===== src/rtl/corefifo_conv_pkg.sv =====
// corefifo_conv_pkg: shared constants and conversion helpers for the COREFIFO Gray/binary pointer pipeline.
//   MODE_G2B / MODE_B2G : conversion direction selectors
//   word_t              : widest lane the helpers handle (MAXW bits, lanes are zero-extended)
//   ceil_div            : segment size per stage
//   gray2bin_seg        : resolve one bit range of a partially converted Gray word
//   bin2gray            : full binary-to-Gray conversion
//   popcount_gt1        : true when more than one bit is set
package corefifo_conv_pkg;
  localparam int MODE_G2B = 0;
  localparam int MODE_B2G = 1;
  localparam int MAXW = 64;
  typedef logic [MAXW-1:0] word_t;
  function automatic int ceil_div(input int a, input int b);
    return (a + b - 1) / b;
  endfunction
  // Bits above hi are already binary, bits at/below lo are still Gray; the MSB
  // of the lane (w-1) is identical in both codes and is never touched.
  function automatic word_t gray2bin_seg(input word_t g, input int w, input int hi, input int lo);
    word_t b;
    b = g;
    for (int i = MAXW - 2; i >= 0; i--)
      if (i <= hi && i >= lo && i < w - 1) b[i] = b[i + 1] ^ g[i];
    return b;
  endfunction
  function automatic word_t bin2gray(input word_t b);
    return b ^ (b >> 1);
  endfunction
  // Clearing the lowest set bit leaves something only if two or more were set.
  function automatic logic popcount_gt1(input word_t v);
    return (v & (v - word_t'(1))) != '0;
  endfunction
endpackage


===== src/rtl/corefifo_conv_stage.sv =====
// corefifo_conv_stage: one valid/ready pipeline register converting bit range HI..LO of every lane.
//   clk, reset_n  : clock, async active-low reset (clears the valid bit only)
//   valid_i       : upstream word valid
//   load_o        : this stage captures at the next edge (empty or downstream loads)
//   next_load_i   : downstream stage loads (out_ready for the last stage)
//   data_i/data_o : CHANNELS lanes of W bits, partially converted on entry, further converted on exit
//   B2G           : apply full binary-to-Gray instead of the Gray segment (first stage of MODE=1)
//   HI < LO       : pure delay stage
module corefifo_conv_stage
  import corefifo_conv_pkg::*;
#(
  parameter int W        = 4,
  parameter int CHANNELS = 1,
  parameter int HI       = 3,
  parameter int LO       = 0,
  parameter bit B2G      = 1'b0
) (
  input  logic                  clk,
  input  logic                  reset_n,
  input  logic                  valid_i,
  output logic                  load_o,
  input  logic                  next_load_i,
  input  logic [CHANNELS*W-1:0] data_i,
  output logic                  valid_o,
  output logic [CHANNELS*W-1:0] data_o
);
  logic                  valid_q;
  logic [CHANNELS*W-1:0] data_q, data_d;
  assign load_o  = ~valid_q | next_load_i;
  assign valid_o = valid_q;
  assign data_o  = data_q;
  always_comb begin
    data_d = data_i;
    for (int c = 0; c < CHANNELS; c++)
      data_d[c*W +: W] = W'(B2G ? bin2gray(word_t'(data_i[c*W +: W]))
                                : gray2bin_seg(word_t'(data_i[c*W +: W]), W, HI, LO));
  end
  always_ff @(posedge clk or negedge reset_n)
    if (!reset_n) valid_q <= 1'b0;
    else if (load_o) valid_q <= valid_i;
  always_ff @(posedge clk)
    if (load_o && valid_i) data_q <= data_d;
endmodule


===== src/rtl/corefifo_gray_bin_pipe.sv =====
// corefifo_gray_bin_pipe: pipelined multi-channel Gray<->binary pointer converter with valid/ready stalls.
//   clk, reset_n         : clock, async active-low reset
//   in_valid/in_ready    : input handshake, in_ready is combinational from out_ready
//   in_data              : CHANNELS lanes of ADDRWIDTH+1 bits, lane c at [c*W +: W]
//   out_valid/out_ready  : output handshake
//   out_data             : converted lanes, latency STAGES
//   err_clr, gray_err    : only with COREFIFO_GRAY_CHECK_EN; sticky per-lane flag for
//                          accepted Gray samples differing from the previous one in >1 bit
module corefifo_gray_bin_pipe
  import corefifo_conv_pkg::*;
#(
  parameter int ADDRWIDTH = 3,
  parameter int CHANNELS  = 1,
  parameter int STAGES    = 2,
  parameter int MODE      = 0
) (
  input  logic                                clk,
  input  logic                                reset_n,
  input  logic                                in_valid,
  output logic                                in_ready,
  input  logic [CHANNELS*(ADDRWIDTH+1)-1:0]   in_data,
  output logic                                out_valid,
  input  logic                                out_ready,
  output logic [CHANNELS*(ADDRWIDTH+1)-1:0]   out_data
`ifdef COREFIFO_GRAY_CHECK_EN
  ,
  input  logic                                err_clr,
  output logic [CHANNELS-1:0]                 gray_err
`endif
);
  localparam int W  = ADDRWIDTH + 1;
  localparam int DW = CHANNELS * W;
  localparam int S  = ceil_div(W, STAGES);
  logic [STAGES:0]         vld, ld;
  logic [STAGES:0][DW-1:0] dat;
  assign vld[0]     = in_valid;
  assign dat[0]     = in_data;
  assign ld[STAGES] = out_ready;
  assign in_ready   = ld[0];
  assign out_valid  = vld[STAGES];
  assign out_data   = dat[STAGES];
  // Stage k resolves the k-th S-bit slice from the MSB side; stages past the
  // last slice (and all but the first in MODE=1) only delay.
  for (genvar k = 0; k < STAGES; k++) begin : g_stage
    localparam int HI = (MODE == MODE_G2B) ? W - 1 - k * S : -1;
    localparam int LO = (W - (k + 1) * S > 0) ? W - (k + 1) * S : 0;
    corefifo_conv_stage #(
      .W(W), .CHANNELS(CHANNELS), .HI(HI), .LO(LO), .B2G(MODE == MODE_B2G && k == 0)
    ) u_stage (
      .clk(clk), .reset_n(reset_n),
      .valid_i(vld[k]), .load_o(ld[k]), .next_load_i(ld[k+1]),
      .data_i(dat[k]), .valid_o(vld[k+1]), .data_o(dat[k+1])
    );
  end
`ifdef COREFIFO_GRAY_CHECK_EN
  logic [DW-1:0]       hist_q;
  logic                hist_vld_q;
  logic [CHANNELS-1:0] gray_err_q, gray_err_d;
  logic                xfer;
  assign xfer     = in_valid & in_ready;
  assign gray_err = gray_err_q;
  // A new violation overrides a simultaneous clear.
  always_comb begin
    gray_err_d = gray_err_q & ~{CHANNELS{err_clr}};
    for (int c = 0; c < CHANNELS; c++)
      if (MODE == MODE_G2B && xfer && hist_vld_q &&
          popcount_gt1(word_t'(in_data[c*W +: W] ^ hist_q[c*W +: W]))) gray_err_d[c] = 1'b1;
  end
  always_ff @(posedge clk or negedge reset_n)
    if (!reset_n) begin
      gray_err_q <= '0;
      hist_vld_q <= 1'b0;
    end else begin
      gray_err_q <= gray_err_d;
      if (xfer) hist_vld_q <= 1'b1;
    end
  always_ff @(posedge clk)
    if (xfer) hist_q <= in_data;
`endif
endmodule


===== config.mk =====
export PLATFORM = sky130hd
export DESIGN_NAME = corefifo_gray_bin_pipe
export DESIGN_NICKNAME = d
export VERILOG_FILES = /design/src/rtl/corefifo_conv_pkg.sv /design/src/rtl/corefifo_conv_stage.sv /design/src/rtl/corefifo_gray_bin_pipe.sv
export SDC_FILE = /design/constraint.sdc
export NUM_CORES = 1
export LEC_CHECK = 0
export ABC_AREA = 1
export BUFFER_PORTS_ARGS = -buffer_cell sky130_fd_sc_hd__buf_2
export CAP_MARGIN = 25
export CORE_AREA = 2 2 39 41
export CTS_BUF_LIST = sky130_fd_sc_hd__clkbuf_4
export DETAILED_ROUTE_END_ITERATION = 8
export DIE_AREA = 0 0 41 43
export RECOVER_POWER = 100
export SYNTH_ARGS = -nofsm -noshare
export SYNTH_HDL_FRONTEND = slang
export SYNTH_SLANG_ARGS = --single-unit

===== constraint.sdc =====
create_clock -name clk -period 1 [get_ports clk]
set_input_delay 0 -clock clk [delete_from_list [all_inputs] [get_ports clk]]
set_output_delay 0 -clock clk [all_outputs]
set_load 0.1 [all_outputs]

---- Word-level counts from Yosys, hierarchy flattened ----
Cells that the tools add are included.
word-level totals
  memories ................................ 0
  output and inout bits ................... 6
  word-level logic and storage cells ...... 13
  bits in latches ......................... 0
  ROM bits ................................ 0
  register bits ........................... 10
  memory bits (writable) .................. 0
operators by class
  divide/modulo/power cells ............... 0
  $lt $le $gt $ge ......................... 0
  reduce and logical (&&, ||, !) cells .... 2
  equal/unequal tests ..................... 0
  mux-type cells .......................... 0
  shifts and indexed selects .............. 0
  bitwise gates (word level) .............. 7
  multipliers ............................. 0
  add/sub/neg operators ................... 0
operators with widths
  cell               count
  1-bit XOR          3
  1-bit logical AND  2
  1-bit inverter     2
  1-bit bitwise OR   2

---- Depth between registers and ports, before layout ----
Gate-level depths: netlist (run 1).
  word-level depth ........................ 4
  mapped depth ............................ 4

---- Cells and area by module ----
From an unflattened synthesis (run 1), not the netlist that was laid out.
unflattened totals
  cells, all modules ...................... 35
  area total of the unflattened synthesis .. 389.1 um^2
modules (own cells, without submodules)
  module                                    cells an instance  area an instance (um^2)  times used
  corefifo_conv_stage (g_stage[1].u_stage)  21                 209.0                    1
  corefifo_conv_stage (g_stage[0].u_stage)  14                 180.2                    1

---- Least setup slack after synthesis (run 1) ----
Ideal clock, no wire load.
  path type ............................... reg-to-reg
  start point ............................. register g_stage[1].u_stage.valid_q
  end point ............................... register g_stage[0].u_stage.data_q[0] (enable)
  cell stages (with the launch flop) ...... 4
  buffers on the path ..................... 0
  clock period less this slack ............ 2.252 ns
  data arrival time ....................... 1.996 ns
  required time ........................... 0.744 ns
  slack ................................... -1.252 ns
  cells stage by stage .................... dfrtp_1 > nand3_2 > nand2_2 > inv_1
between the ends
  longest elaborated chain between the ends .. 4
ends and longest elaborated chain
  element                        line                          text
  start, declared                corefifo_conv_stage.sv:27     logic valid_q;
  start signal, assigned         corefifo_conv_stage.sv:40     else if (load_o) valid_q <= valid_i;
  1-bit inverter                 corefifo_conv_stage.sv:29     assign load_o = ~valid_q | next_load_i;
  1-bit bitwise OR (2 in a row)  corefifo_conv_stage.sv:29
  named net in_ready             corefifo_gray_bin_pipe.sv:20  output logic in_ready,
  1-bit logical AND              corefifo_conv_stage.sv:42     if (load_o && valid_i) data_q <= data_d;
  end signal, assigned           corefifo_conv_stage.sv:42
  end, declared                  corefifo_conv_stage.sv:28     logic [CHANNELS*W-1:0] data_q, data_d;
The timed path passes the listed nets, and every way through them passes these cells.
A chain may end at the register's enable or synchronous reset.

---- Worst setup path in the final report (run 1) ----
  start point ............................. register g_stage[1].u_stage.valid_q
  end point ............................... output port in_ready
between the ends
  longest elaborated chain between the ends .. 3
ends and longest elaborated chain
  element                        line
  1-bit inverter                 corefifo_conv_stage.sv:29
  1-bit bitwise OR (2 in a row)  corefifo_conv_stage.sv:29
  end, declared                  corefifo_gray_bin_pipe.sv:20
No other way between the ends.

==> metrics.md, run 1 <==
| Metric | Value |
|---|---|
| Status | finished, violations left |
| Failing checks | setup timing |
| CTS root buf | clkbuf_4 |
| Routed vias | 297 |
| Largest family of logic cells by synthesized area | simple AND/OR/NAND/NOR gates |
| Fill cells | 131 |
| Syn nets | 43 |
| Layout net count | 67 |
| First-pass GRT wire length | 1040 um |
| Async SR Flop Fraction | 20.0% |
| DP Worst Slack | -74.5 ps |
| Share of layout cells above drive strength 1 | 41.4% |
| Final Instance Area | 638 um^2 |
| Worst skew pair latency | 260 ps |
| Ant diodes | 0 |
| #FFs+latches synth | 10 |
| Worst-margin pin slew | 279 ps |
| Largest net degree at the start of global routing | 7 |
| Row count | 14 |
| Synth Area in Compound Gates | 1.20% |
| Post-synthesis xor/xnor area fraction | 2.10% |
| DR pass1 iterations | 4 |
| Unrepaired setup endpoints after global routing | yes |
| Non-filler cells in the finished layout | 74 |
| Minimum clock period | 1110 ps |
| Worst-path clk slew | 60 ps |
| Fin crit share | 111% |
| Synth top cells by count | 9 x nand2_1, 8 x edfxtp_1, 6 x inv_1, 4 x buf_4 |
| ANT nets after route | 0 |
| CP Launch Point | g_stage[1].u_stage.valid_o |
| Post-DP HPWL | 451 um |
| Die X | 41 um |
| R2r endpoint | g_stage[1].u_stage.data_o[0] |
| RR Startpoint | g_stage[1].u_stage.valid_o |
| IO buf count | 13 |
| EDFF count, synth | 8 |
| Synth area leaders | edfxtp_1 58%, dfrtp_1 12%, nand2_1 8.1% |
| Ys flop type | edfxtp_1 |
| Post-Syn Area per Cell | 11.9 um^2 |
| Critical Path Source Type | flop |
| Placed Area | 596 um^2 |
| Pleak | 0.296 nW |
| Fin worst setup slack | -109 ps |
| Initial drt markers | 4 |
| Antenna violations before repair | 0 |
| CTS tree | yes |
| Starting density of the core | 30.1% |
| Floorplan die height | 43 um |
| Distinct cells, synth | 10 |
| Post-Syn Area | 417 um^2 |
| H-tree levels | 1 |
| Worst path arrival time | 1110 ps |
| Skew final | 11.2 ps |
| Hold EP | g_stage[1].u_stage.valid_o |
| Post-synthesis adder-cell area fraction | 0% |
| Cells after Synth | 35 |
| Core area | 0.00138 mm^2 |
| Vias per inst | 4.01 |
| Placed cells | 63 |
| Max_slew headroom | 81.6% |
| Area Overhead vs Synth | 53.2% |
| PwrDens | 1930 mW/mm^2 |
| Full die area | 0.00176 mm^2 |
| CTS Buf Count | 3 |
| Hold wc startpoint | out_ready |
| Sequential share of the synthesized area | 69.7% |
| GPL Wtd Cong | 0.664 |
| Synth warn | 0 |
| WL/cell | 8.45 um |
| Vias in the first global route | 278 |
| Synth top area share | 57.7% |
| Post-synthesis mux area share | 0% |
| Final Hold Viols | 0 |
| Cell taking the most area after synthesis | edfxtp_1 |
| Slew Viols, Final | 0 |
| Crit Path Max Fanout | 4 |
| R2R Setup Slk | -80 ps |
| CP Class | reg2out |
| Synth Area in Simple Gates | 14.4% |
| Max VDD drop | 1090 uV |
| Grt total ovfl | 0 |
| I/O pin count | 14 |
| Path depth of the worst reg2reg path | 2 |
| Count leader, synth | nand2_1 |
| Tightest Hold Check Type | in2reg |
| Hold path cells | 4 |
| Total GRT Usage | 9.13% |
| CTS Sinks | 10 |
| Total wire length | 625 um |
| Fmax achieved | 0.902 GHz |
| CP required | 1000 ps |
| Longest Clk Path Bufs | 2 |
| Max Cap Viol | 0 |
| Final setup fails | 10 |
| CP endpoint kind | output pin |
| DRC | 0 |
==> cells by family after synthesis <==
| group | count (synthesis) |
|---|---|
| and+or+nand+nor | 13 |
| DFF | 10 |
| buffers and inverters | 10 |
| AOI/OAI and AO/OA | 1 |
| xor gates and xnor gates | 1 |
==> worst max-delay path: stages, from the launching register on <==
cell     delay, ps
dfrtp_4        500
nand3_4         80
buf_6          100
buf_12         160
==> power by group <==
| group | internal [mW] | switching [mW] |
|---|---|---|
| clock network | 0.181 | 0.124 |
| logic | 0.129 | 0.269 |
| registers | 0.506 | 0.0232 |
| total | 0.815 | 0.417 |
==> flip-flops by register name, summed over array words and instances, names as in the netlist <==
register                 cells
g_stage.u_stage.valid_o      2
g_stage.u_stage.data_o       8
==> per-layer routing <==
metal  track usage, %  share of wire [%]  up-vias
li1                 -                  -      152
met1             8.62                 32      134
met2             14.7                 58       11
met3             6.28                 10        0
met4             3.33                  0        0
met5                0                  0        -
==> worst max-delay path by stage <==
stage | endpoint | slack, ps
2_1_floorplan | g_stage[0].u_stage.data_o[0] | -440
3_3_place_gp | g_stage[1].u_stage.data_o[0] | -60
3_5_place_dp | g_stage[1].u_stage.data_o[0] | -70
4_1_cts | in_ready | -120
5_1_grt | in_ready | -170
6_report | in_ready | -110
==> layout by cell type, fill, tap and decap left out, drive strengths merged <==
master,n
nand3,3
buf,16
edfxtp,8
dlygate4sd3,4
nand2,10
dfrtp,2
a21oi,1
xor2,1
clkbuf,7
inv,6
==> stage by stage <==
stage          power, mW  setup TNS (ps)  util [%]  hold slack (ps)
2_1_floorplan      0.811           -3260         -             -296
3_3_place_gp       0.953            -256      43.0             -214
3_5_place_dp       0.962            -359      43.0             -206
4_1_cts             1.29            -634      48.9             36.4
5_1_grt             1.29           -1270      46.1             43.8
6_report            1.23            -560      46.1             38.2
==> layout make-up <==
type                            count  area (um^2)  share of cell area [%]
Sequential cell                    10          294                    46.1
Timing Repair Buffer               23          188                    29.4
Multi-Input combinational cell     15         81.3                    12.7
Clock buffer                        4         30.0                    4.71
Inverter                            6         25.0                    3.92
Tap cell                           16         20.0                    3.14
==> repair_timing <==
item                       CTS  global route
setup endpoints to repair   10            11
resized for setup            1             1
hold endpoints to repair     5             0
hold buffers                 4             0
buffers inserted             1             2
pin swaps                    1             0
(Power assumes the default switching activity.)
==> run 2: changes to the inputs <==
--- a/config.mk
+++ b/config.mk
@@ -11,4 +11,5 @@
 export CORE_AREA = 2 2 39 41
 export CTS_BUF_LIST = sky130_fd_sc_hd__clkbuf_4
+export CTS_CLUSTER_DIAMETER = 200
 export DETAILED_ROUTE_END_ITERATION = 8
 export DIE_AREA = 0 0 41 43
==> constraint.sdc (replaced) <==
create_clock -name clk -period 1 [get_ports clk]
set_input_delay 0 -clock clk [delete_from_list [all_inputs] [get_ports clk]]
set_output_delay 0 -clock clk [all_outputs]
set_load 0.02 [all_outputs]
==> metrics.md, run 2 (synthesized netlist as in run 1, its figures left out) <==
| Metric | Value |
|---|---|
| Full die area | 0.00176 mm^2 |
| Final setup fails | 0 |
| Tightest Hold Check Type | in2async |
| ANT nets after route | 0 |
| Starting density of the core | 30.1% |
| IO buf count | 13 |
| Layout net count | 63 |
| Vias per inst | 3.83 |
| Worst-path clk slew | 60 ps |
| Most common cell after layout, fill and taps aside | buf_2 |
| Row count | 14 |
| Die X | 41 um |
| Skew final | 12.2 ps |
| WL/cell | 7.67 um |
| Placed cells | 60 |
| Status | complete, no violations |
| PnR Total Power | 1000 uW |
| Slowest-stage cell, CP | dfrtp_2 |
| Longest Clk Path Bufs | 2 |
| CP required | 970 ps |
| CTS Buf Count | 3 |
| Final core occ | 42.0% |
| Minimum clock period | 967 ps |
| Max FFs per register | 8 |
| Share of layout cells above drive strength 1 | 38.9% |
| Hold Slack | 55.4 ps |
| Max Cap Viol | 0 |
| Antenna violations before repair | 0 |
| First-pass GRT wire length | 910 um |
| Final Hold Viols | 0 |
| GPL Wtd Cong | 0.646 |
| Core area | 0.00138 mm^2 |
| Crit Path Max Fanout | 4 |
| Worst path arrival time | 940 ps |
| Slew Viols, Final | 0 |
| Total wire length | 537 um |
| DR pass1 iterations | 2 |
| Initial drt markers | 1 |
| Total GRT Usage | 8.59% |
| Pleak | 0.265 nW |
| Routed vias | 268 |
| Area Overhead vs Synth | 39.6% |
| Ant diodes | 0 |
| DRC | 0 |
| Vias in the first global route | 251 |
| CP Class | reg2reg |
| Commonest non-fill, non-tap cells in the layout | 10 x buf_2, 9 x nand2_1, 8 x edfxtp_1 |
| Max VDD drop | 1070 uV |
| CTS Sinks | 10 |
| Worst-margin pin slew | 195 ps |
| Largest net degree at the start of global routing | 7 |
| CTS root buf | clkbuf_4 |
| Max_slew headroom | 87.0% |
| I/O pin count | 14 |
| CTS tree | yes |
| CP endpoint kind | flop |
| Unrepaired setup endpoints after global routing | yes |
| PwrDens | 1720 mW/mm^2 |
| Max incr delay on CP | 450 ps |
| Crit-path cells | nand3_4, nand2_2, inv_4 |
| Critical path's top delay family | flip-flops |
| Grt total ovfl | 0 |
| Worst skew pair latency | 260 ps |
| Fmax achieved | 1.03 GHz |
| Non-filler cells in the finished layout | 70 |
| Floorplan die height | 43 um |
| Critical path buffer and inverter count | 1 |
| Fin crit share | 96.7% |
| Critical Path Source Type | flop |
| H-tree levels | 1 |
-- run 2: cell types whose count changed in the layout (fill, tap and decap cells not counted), sizes merged --
| cell | change |
|---|---|
| buf | -4 |
| clkbuf | -1 |
| dlygate4sd3 | +1 |
-- run 2: timing repair --
action | 4_1_cts | 5_1_grt
hold buffers | 5 | 0
gates resized for setup | 0 | 3
setup endpoints to repair | 0 | 9
hold endpoints to repair | 6 | 0
setup buffers | 0 | 1
-- run 2: cell type report --
type,instances,area [um^2]
clock buffers,4,30.0
fillers,135,802
multi-input cells,15,92.6
well taps,16,20.0
repair buffers,19,123
flip-flops and latches,10,292
inverters,6,25.0
-- run 2: worst paths after layout --
check	start	endpoint	slack, ps	depth (start not counted)
setup reg to reg	g_stage[1].u_stage.valid_o	g_stage[0].u_stage.data_o[2]	30	3
max in group asynchronous	reset_n	g_stage[0].u_stage.valid_o	800	2
hold / removal	reset_n	g_stage[1].u_stage.valid_o	60	2
setup / recovery	g_stage[1].u_stage.valid_o	g_stage[0].u_stage.data_o[2]	30	3
hold reg to reg	g_stage[0].u_stage.data_o[3]	g_stage[1].u_stage.data_o[3]	410	0
min in group clk	out_ready	g_stage[1].u_stage.valid_o	60	4
-- run 2: power breakdown --
group          internal [mW]  switching (mW)
Combinational         0.0716          0.0948
Sequential             0.504          0.0258
Clock                  0.180           0.123
Total                  0.756           0.244
-- run 2: layer usage --
| metal | global-route usage, % | routed length, um |
|---|---|---|
| met3 | 7.85 | 67 |
| met5 | 0 | 0 |
| met4 | 6.00 | 0 |
| met2 | 12.5 | 299 |
| met1 | 6.83 | 170 |
-- run 2: per-stage QoR --
stage | setup slack [ps] | setup TNS, ps | area (um^2)
finish | 33.2 | 0 | 582
global route | -13.2 | -64.8 | 582
CTS | 3.25 | 0 | 564
detailed placement | 9.28 | 0 | 484
global placement | 24.9 | 0 | 484
floorplan | -19.9 | -110 | 429
